$ cat config.mk
export PLATFORM = sky130hd
export DESIGN_NAME = spi_control_fsm
export DESIGN_NICKNAME = d
export VERILOG_FILES = /design/src/rtl/spi_fsm_pkg.sv /design/src/rtl/spi_bit_counter.sv /design/src/rtl/spi_control_fsm.sv
export SDC_FILE = /design/constraint.sdc
export NUM_CORES = 1
export LEC_CHECK = 0
export BUFFER_PORTS_ARGS = -buffer_cell sky130_fd_sc_hd__buf_2
export CORE_AREA = 2 2 39 41
export CTS_CLUSTER_DIAMETER = 60
export DETAILED_ROUTE_END_ITERATION = 7
export DIE_AREA = 0 0 41 43
export HOLD_SLACK_MARGIN = 0.08
export PLACE_DENSITY_LB_ADDON = 0.25
export SLEW_MARGIN = 40
export SYNTH_ARGS = -nofsm -noshare
export SYNTH_HDL_FRONTEND = slang
export SYNTH_SLANG_ARGS = --single-unit
$ cat constraint.sdc
create_clock -name clk -period 1.8 [get_ports clk]
set_input_delay 0 -clock clk [delete_from_list [all_inputs] [get_ports clk]]
set_output_delay 0 -clock clk [all_outputs]
set_load 0.05 [all_outputs]
$ cat src/rtl/spi_fsm_pkg.sv
// Shared types and constants for the SPI slave control FSM.
// Optional abort pulse is enabled with SPI_FSM_FRAME_ERR_EN.
package spi_fsm_pkg;

  typedef enum logic [2:0] {
    S_IDLE,
    S_GET_HDR,
    S_DECODE,
    S_READ_LOAD,
    S_READ_SHIFT,
    S_WRITE_GET,
    S_WRITE_STORE,
    S_DONE
  } state_t;

  localparam int ADDR_BITS_DEF = 7;
  localparam int DATA_BITS_DEF = 8;

  function automatic int cnt_width(input int a, input int d);
    int m;
    m = (a + 1 > d) ? a + 1 : d;
    return $clog2(m) + 1;
  endfunction

endpackage

$ cat src/rtl/spi_bit_counter.sv
// SCLK edge counter with synchronous clear and terminal-count flag.
// o_tc is high on the edge that completes i_limit counts.
module spi_bit_counter #(
  parameter int W = 4
) (
  input  logic         clk,
  input  logic         resetN,
  input  logic         i_clr,
  input  logic         i_en,
  input  logic [W-1:0] i_limit,
  output logic         o_tc
);

  logic [W-1:0] r_cnt;

  always_ff @(posedge clk or negedge resetN) begin
    if (!resetN)
      r_cnt <= '0;
    else if (i_clr)
      r_cnt <= '0;
    else if (i_en)
      r_cnt <= r_cnt + W'(1);
  end

  assign o_tc = i_en && (r_cnt == i_limit - W'(1));

endmodule

$ cat src/rtl/spi_control_fsm.sv
// SPI memory slave control FSM: header decode, read load/shift, write store.
// Define SPI_FSM_FRAME_ERR_EN to add the registered frameErr abort pulse.
module spi_control_fsm
  import spi_fsm_pkg::*;
#(
  parameter int ADDR_BITS = ADDR_BITS_DEF,
  parameter int DATA_BITS = DATA_BITS_DEF
) (
  input  logic clk,
  input  logic resetN,
  input  logic sclkPosEdge,
  input  logic csN,
  input  logic shiftRegRW,
  output logic addrLatchEn,
  output logic srLoadEn,
  output logic dmWriteEn,
  output logic misoBufEn
`ifdef SPI_FSM_FRAME_ERR_EN
  ,
  output logic frameErr
`endif
);

  localparam int CW = cnt_width(ADDR_BITS, DATA_BITS);

  state_t          r_state;
  state_t          w_next;
  logic            w_en;
  logic            w_clr;
  logic            w_tc;
  logic [CW-1:0]   w_limit;

  always_ff @(posedge clk or negedge resetN) begin
    if (!resetN)
      r_state <= S_IDLE;
    else
      r_state <= w_next;
  end

  assign w_en = sclkPosEdge &&
                (r_state inside {S_GET_HDR, S_WRITE_GET, S_READ_SHIFT});
  assign w_limit = (r_state == S_GET_HDR) ? CW'(ADDR_BITS + 1)
                                          : CW'(DATA_BITS);
  assign w_clr = (w_next != r_state);

  spi_bit_counter #(.W(CW)) u_cnt (
    .clk     (clk),
    .resetN  (resetN),
    .i_clr   (w_clr),
    .i_en    (w_en),
    .i_limit (w_limit),
    .o_tc    (w_tc)
  );

  always_comb begin
    w_next = r_state;
    if (csN && r_state != S_IDLE) begin
      w_next = S_IDLE;
    end else begin
      case (r_state)
        S_IDLE:        if (!csN) w_next = S_GET_HDR;
        S_GET_HDR:     if (w_tc) w_next = S_DECODE;
        S_DECODE:      w_next = shiftRegRW ? S_READ_LOAD : S_WRITE_GET;
        S_READ_LOAD:   w_next = S_READ_SHIFT;
        S_READ_SHIFT:  if (w_tc) w_next = S_DONE;
        S_WRITE_GET:   if (w_tc) w_next = S_WRITE_STORE;
        S_WRITE_STORE: w_next = S_DONE;
        S_DONE:        w_next = S_DONE;
        default:       w_next = S_IDLE;
      endcase
    end
  end

  assign addrLatchEn = (r_state == S_DECODE);
  assign srLoadEn    = (r_state == S_READ_LOAD);
  assign dmWriteEn   = (r_state == S_WRITE_STORE);
  assign misoBufEn   = (r_state == S_READ_LOAD) ||
                       (r_state == S_READ_SHIFT);

`ifdef SPI_FSM_FRAME_ERR_EN
  logic r_frameErr;

  // Fires alongside the forced return to IDLE, so it lasts one clk.
  always_ff @(posedge clk or negedge resetN) begin
    if (!resetN)
      r_frameErr <= 1'b0;
    else
      r_frameErr <= csN && (r_state inside {S_GET_HDR, S_DECODE,
                    S_READ_LOAD, S_READ_SHIFT, S_WRITE_GET, S_WRITE_STORE});
  end

  assign frameErr = r_frameErr;
`endif

endmodule

==> results of run 1 <==
[worst paths after layout]
check,startpoint,end,slack [ns],depth (start not counted)
setup / recovery,u_cnt.r_cnt[0]$_DFFE_PN0P_,u_cnt.r_cnt[3]$_DFFE_PN0P_,0.44,5
hold / removal,resetN,u_cnt.r_cnt[2]$_DFFE_PN0P_,0.12,2
setup reg to reg,u_cnt.r_cnt[0]$_DFFE_PN0P_,u_cnt.r_cnt[3]$_DFFE_PN0P_,0.44,5
hold reg to reg,u_cnt.r_cnt[1]$_DFFE_PN0P_,u_cnt.r_cnt[1]$_DFFE_PN0P_,0.56,2
max in group asynchronous,resetN,u_cnt.r_cnt[3]$_DFFE_PN0P_,1.53,2
min in group clk,sclkPosEdge,r_state[0]$_DFF_PN0_,0.16,3
[worst max-delay path, stage by stage, from the launching register on]
cell and delay [ns]:
dfrtp_1 0.40, ha_1 0.23, nand4b_1 0.14, o21ai_2 0.07
o31a_1 0.33, nor2_1 0.12
[power by group]
part | internal (uW) | switching [uW] | leakage (uW)
Combinational | 16.0 | 15.0 | 0.000136
Sequential | 162 | 4.58 | 0.0000948
Clock | 84.0 | 48.8 | 0.0000150
[metal layers]
| layer | share of wire (%) | wire [microns] | GRT usage, % | up-vias |
|---|---|---|---|---|
| met2 | 50 | 375 | 14.1 | 2 |
| li1 | - | - | - | 177 |
| met3 | 1.9 | 14 | 1.57 | 2 |
| met4 | 1.6 | 12 | 10.0 | 0 |
| met1 | 47 | 352 | 14.5 | 166 |
| met5 | 0 | 0 | 0 | - |
[final cells by class]
class                      instances  area [sq um]  share of cell area [%]
sequential                         7           175                    33.3
inverter                           2          7.51                    1.43
clock buffer                       4          26.3                    5.00
timing repair buffer              10          60.1                    11.4
tap                               16          20.0                    3.81
multi-input combinational         33           236                    45.0
[registers in the layout (all words and copies together) (netlist names)]
| signal | cells |
|---|---|
| u_cnt.r_cnt | 4 |
| r_state | 3 |
[stage by stage]
step | total power [uW] | setup WS [ns]
floorplan | 185 | 0.432
global placement | 197 | 0.461
detailed placement | 197 | 0.434
CTS | 341 | 0.428
global route | 357 | 0.340
finish | 330 | 0.441
[cells in the final DEF (no fill, tap or decap), types with 2 or more instances in the layout]
cell	count
buf_2	8
clkbuf_4	3
nor2_1	9
nand3_1	2
dlygate4sd3_1	2
a21oi_1	2
dfrtp_1	7
xnor2_1	3
[cells by family after synthesis]
logic type	count (synthesis)	share of synthesized area, %
DFF	7	39.4
and+or+nand+nor	20	29.3
xor gates and xnor gates	3	5.92
buffers and inverters	3	7.32
AOI/OAI and AO/OA	8	13.0
adders and majority gates	1	2.82
muxes	1	2.25
==> flow_summary.yaml, run 1 <==
pwr:
  leakagePower_uw: 0.000246
  power_density_nw_per_um2: 628
  ir_worst_vdd_mv: 0.348
timing:
  period_minus_slack_ns: 1.36
  tightestPinTransition_ns: 0.391
  hold_ws_ns: 0.120
  finalSetupViolations: 0
  slew_viol_final: 0
  max_slew_margin_pct: 73.9
  finalSetupTns_ns: 0
  finalClockSkew_ns: 0.00125
  rsz0062_at_grt: "false"
  hold_violations: 0
  fmax_mhz: 736
  fin_crit_sh_pct: 75.5
clock_tree:
  cts_tree: "built"
  h-tree-depth: 1
  cts_setup_buffers: 0
  cts.clk_slew.worst_paths_ns: 0.05
  cts_made_buffers: 3
  clk-insertion-delay-late_ns: 0.24
  cts_hold_buf: 2
  clk_path_buf_depth: 2
  cts_sinks: 7
  cts_resized: 0
  root_buffer: "clkbuf_4"
routing:
  num_vias: 347
  firstDrtPassIters: 4
  drt_iter0_markers: 8
  wirelength_microns: 754
  drc_errors: 0
  wl_per_cell_microns: 10.5
  routed_via_density: 4.82
  drt.antenna.violating_nets: 0
floorplan:
  rows: 14
  die_height_microns: 43
  ioPinCount: 9
  die_x_microns: 41
  core-area_sq_um: 1380
  start_util_pct: 32.1
  die_area_sq_um: 1760
logic_synthesis:
  synth_area_leaders: "dfrtp_1 39%, nor2_1 7.6%, xnor2_1 5.9%, clkbuf_16 5.6%, nor4b_2 3.4%"
  avgSynthCellArea_sq_um: 10.3
  syn_area_sq_um: 444
  synthFlopType: "dfrtp_1"
  synth_commonest_cells: "9 x nor2_1, 7 x dfrtp_1, 3 x xnor2_1"
  syn-instance-count: 43
  netlist.area_leader.share_pct: 39.4
  yosysMostFrequentCell: "nor2_1"
  synth_edf_count: 0
  ys_seq_area_share_pct: 39.4
  yosysWarnings: 0
  synth_top_cell_by_area: "dfrtp_1"
  synth_seq_cells: 7
  synth_cell_types: 25
  async_flop_share_pct: 100
  synth_fp_nets: 49
grt:
  grt_pass1_wl_microns: 1260
  grt_overflow: 0
  grt_pass1_vias: 314
  antenna_found_initial: 0
  grt_max_degree: 10
  grt_util_all_layers_pct: 10.8
place:
  port_buffers: 8
  gp_congestion: 0.708
  place_inst: 66
  post-dp-hpwl_microns: 597
  dpl_cell_area_sq_um: 479
cells_and_area:
  final_area_sq_um: 526
  drive_gt1_share_pct: 30.4
  stdcell_count: 72
  num_antenna_cells: 0
  fin_nets: 63
  fillers: 144
  utilization_pct: 38.0
  area_delta_synth_final_pct: 18.3
setup_path:
  cp.required_ns: 1.97
  cp_max_fo: 4
  worst-setup-path-type: "reg -> reg"
  endpoint_kind: "register"
  cp.arrival_ns: 1.53
  cp-start-kind: "register"
worst_hold_path:
  hp-class: "in -> async"
flow_run:
  drv_cap: 0
run_status:
  status: "finished, final reports clean"
(Power assumes the default switching activity.)
==> run 2: changes to the inputs <==
Clock period 1.8 ns to 1.3 ns, I/O delays scaled along.
==> run 2 against run 1 <==
Net effect:
- worst setup slack got worse by 0.39 ns
- hold slack worse by 0.010 ns
- first-iteration DRC count decreased by 88%
- clock skew hardly changed
- power increased by 43%
- sequential share of layout area is 5.1 points lower
- cell area up 19%
- fmax increased by 9.0%
- non-clock buffer count grew 9
- global-route usage up 2.7 points
- core utilization up 7.1 points
- largest cell class unchanged
==> flow_summary.yaml, run 2 (synthesized netlist as in run 1, its figures left out) <==
run_status:
  status: "finished, final reports clean"
timing:
  fmax_mhz: 802
  max_slew_margin_pct: 83.3
  fin_crit_sh_pct: 95.9
  finalSetupViolations: 0
  rsz0062_at_grt: "true"
  finalClockSkew_ns: 0.00156
  slew_viol_final: 0
  hold_ws_ns: 0.110
  hold_violations: 0
  period_minus_slack_ns: 1.25
  tightestPinTransition_ns: 0.250
floorplan:
  start_util_pct: 32.1
  ioPinCount: 9
  core-area_sq_um: 1380
  die_area_sq_um: 1760
  die_x_microns: 41
  rows: 14
  die_height_microns: 43
routing:
  routed_via_density: 4.69
  num_vias: 380
  drt.antenna.violating_nets: 0
  firstDrtPassIters: 3
  wl_per_cell_microns: 10.4
  wirelength_microns: 845
  drt_iter0_markers: 1
  drc_errors: 0
place:
  post-dp-hpwl_microns: 634
  gp_congestion: 0.745
  place_inst: 72
  port_buffers: 8
setup_path:
  rr_endpoint: "u_cnt.r_cnt[2]$_DFFE_PN0P_"
  cp_max_fo: 4
  critPathMaxStageDelay_ns: 0.42
  cp.arrival_ns: 1.38
  cp-start-kind: "register"
  crit_slowest_cell: "dfrtp_1"
  r2r_setup_slack_ns: 0.05
  critPathBufInv: 0
  worst-setup-path-type: "reg -> reg"
  cp_top_family: "simple AND/OR/NAND/NOR gates"
  endpoint_kind: "register"
  reg2reg_depth: 4
  cp_cell_sequence: "nor2_2 > and4bb_1 > xnor2_1 > nor2_1"
  r2r-start: "r_state[0]$_DFF_PN0_"
  cp.required_ns: 1.43
cells_and_area:
  fillers: 135
  stdcell_count: 81
  num_antenna_cells: 0
  drive_gt1_share_pct: 44.6
  largest_reg_flops: 4
  final_cell_mix: "10 x buf_4, 8 x nor2_1, 6 x dfrtp_1"
  top_register: "u_cnt.r_cnt"
  area_delta_synth_final_pct: 40.6
  fin_nets: 72
  layout_commonest_cell: "buf_4"
  reg.largest.list: "u_cnt.r_cnt (4), r_state (3)"
grt:
  grt_pass1_vias: 388
  grt_overflow: 0
  grt_pass1_wl_microns: 1550
  grt_max_degree: 8
  antenna_found_initial: 0
  grt_util_all_layers_pct: 13.5
clock_tree:
  cts_sinks: 7
  cts.clk_slew.worst_paths_ns: 0.05
  clk_path_buf_depth: 2
  cts_tree: "built"
  clk-insertion-delay-late_ns: 0.25
  root_buffer: "clkbuf_4"
  h-tree-depth: 1
  cts_made_buffers: 3
pwr:
  ir_worst_vdd_mv: 0.564
  power_density_nw_per_um2: 757
  leakagePower_uw: 0.000291
worst_hold_path:
  hp-class: "in -> async"
flow_run:
  drv_cap: 0
-- run 2: changes by cell type in the layout (fill, tap and decap cells not counted) --
cell / change
nor2_2: +1
dfrtp_1: -1
buf_4: +10
buf_6: +3
o22ai_2: +1
o22ai_1: -1
dfrtp_2: +1
buf_2: -4
nor2_1: -1
-- run 2: timing repair --
action	in CTS	in global routing
resized for setup	5	5
endpoints found under the hold margin	10	0
hold buffers	2	0
buffers inserted	2	2
pin swaps	1	5
cloned	0	0
endpoints found under the setup margin	8	9
-- run 2: how the worst max path moves through the flow --
stage	depth (start not counted)	endpoint	slack (ns)	start
floorplan	3	dmWriteEn	0.04	r_state[0]$_DFF_PN0_
global placement	5	u_cnt.r_cnt[2]$_DFFE_PN0P_	0.02	u_cnt.r_cnt[0]$_DFFE_PN0P_
detailed placement	5	u_cnt.r_cnt[1]$_DFFE_PN0P_	-0.002	u_cnt.r_cnt[0]$_DFFE_PN0P_
CTS	4	misoBufEn	0.01	r_state[2]$_DFF_PN0_
global route	5	u_cnt.r_cnt[2]$_DFFE_PN0P_	-0.04	u_cnt.r_cnt[0]$_DFFE_PN0P_
finish	4	u_cnt.r_cnt[2]$_DFFE_PN0P_	0.05	r_state[0]$_DFF_PN0_
-- run 2: per-layer routing --
layer  global-route usage, %  share of wire, %  vias to the layer above  wire length, microns
met3                    1.57               2.8                        4                    24
met2                    16.6                44                        6                   371
met4                    12.0               3.2                        0                    27
met5                       0                 0                        -                     0
li1                        -                 -                      196                     -
met1                    19.7                50                      174                   421
-- run 2: power breakdown --
part	internal, uW	leakage, uW	switching (uW)
clock network	117	0.0000150	73.1
registers	224	0.0000932	4.38
logic	28.9	0.000182	25.8
total	369	0.000291	103
-- run 2: layout make-up --
class                      count  area (sq um)  area share [%]
tap                           16          20.0            3.21
clock buffer                   4          26.3            4.21
inverter                       2          7.51            1.20
sequential                     7           176            28.3
multi-input combinational     33           245            39.3
timing repair buffer          19           149            23.8
-- run 2: per-stage QoR --
step / util (%) / area (sq um) / TNS [ns] / worst slack (ns) / power [uW]
6_report: 45.1 / 624 / 0 / 0.0532 / 473
5_1_grt: 45.1 / 624 / -0.154 / -0.0393 / 506
4_1_cts: 43.7 / 604 / 0 / 0.00955 / 486
3_5_place_dp: 38.3 / 531 / -0.00236 / -0.00236 / 281
3_3_place_gp: 38.3 / 531 / 0 / 0.0209 / 281
2_1_floorplan: - / 450 / 0 / 0.0362 / 256
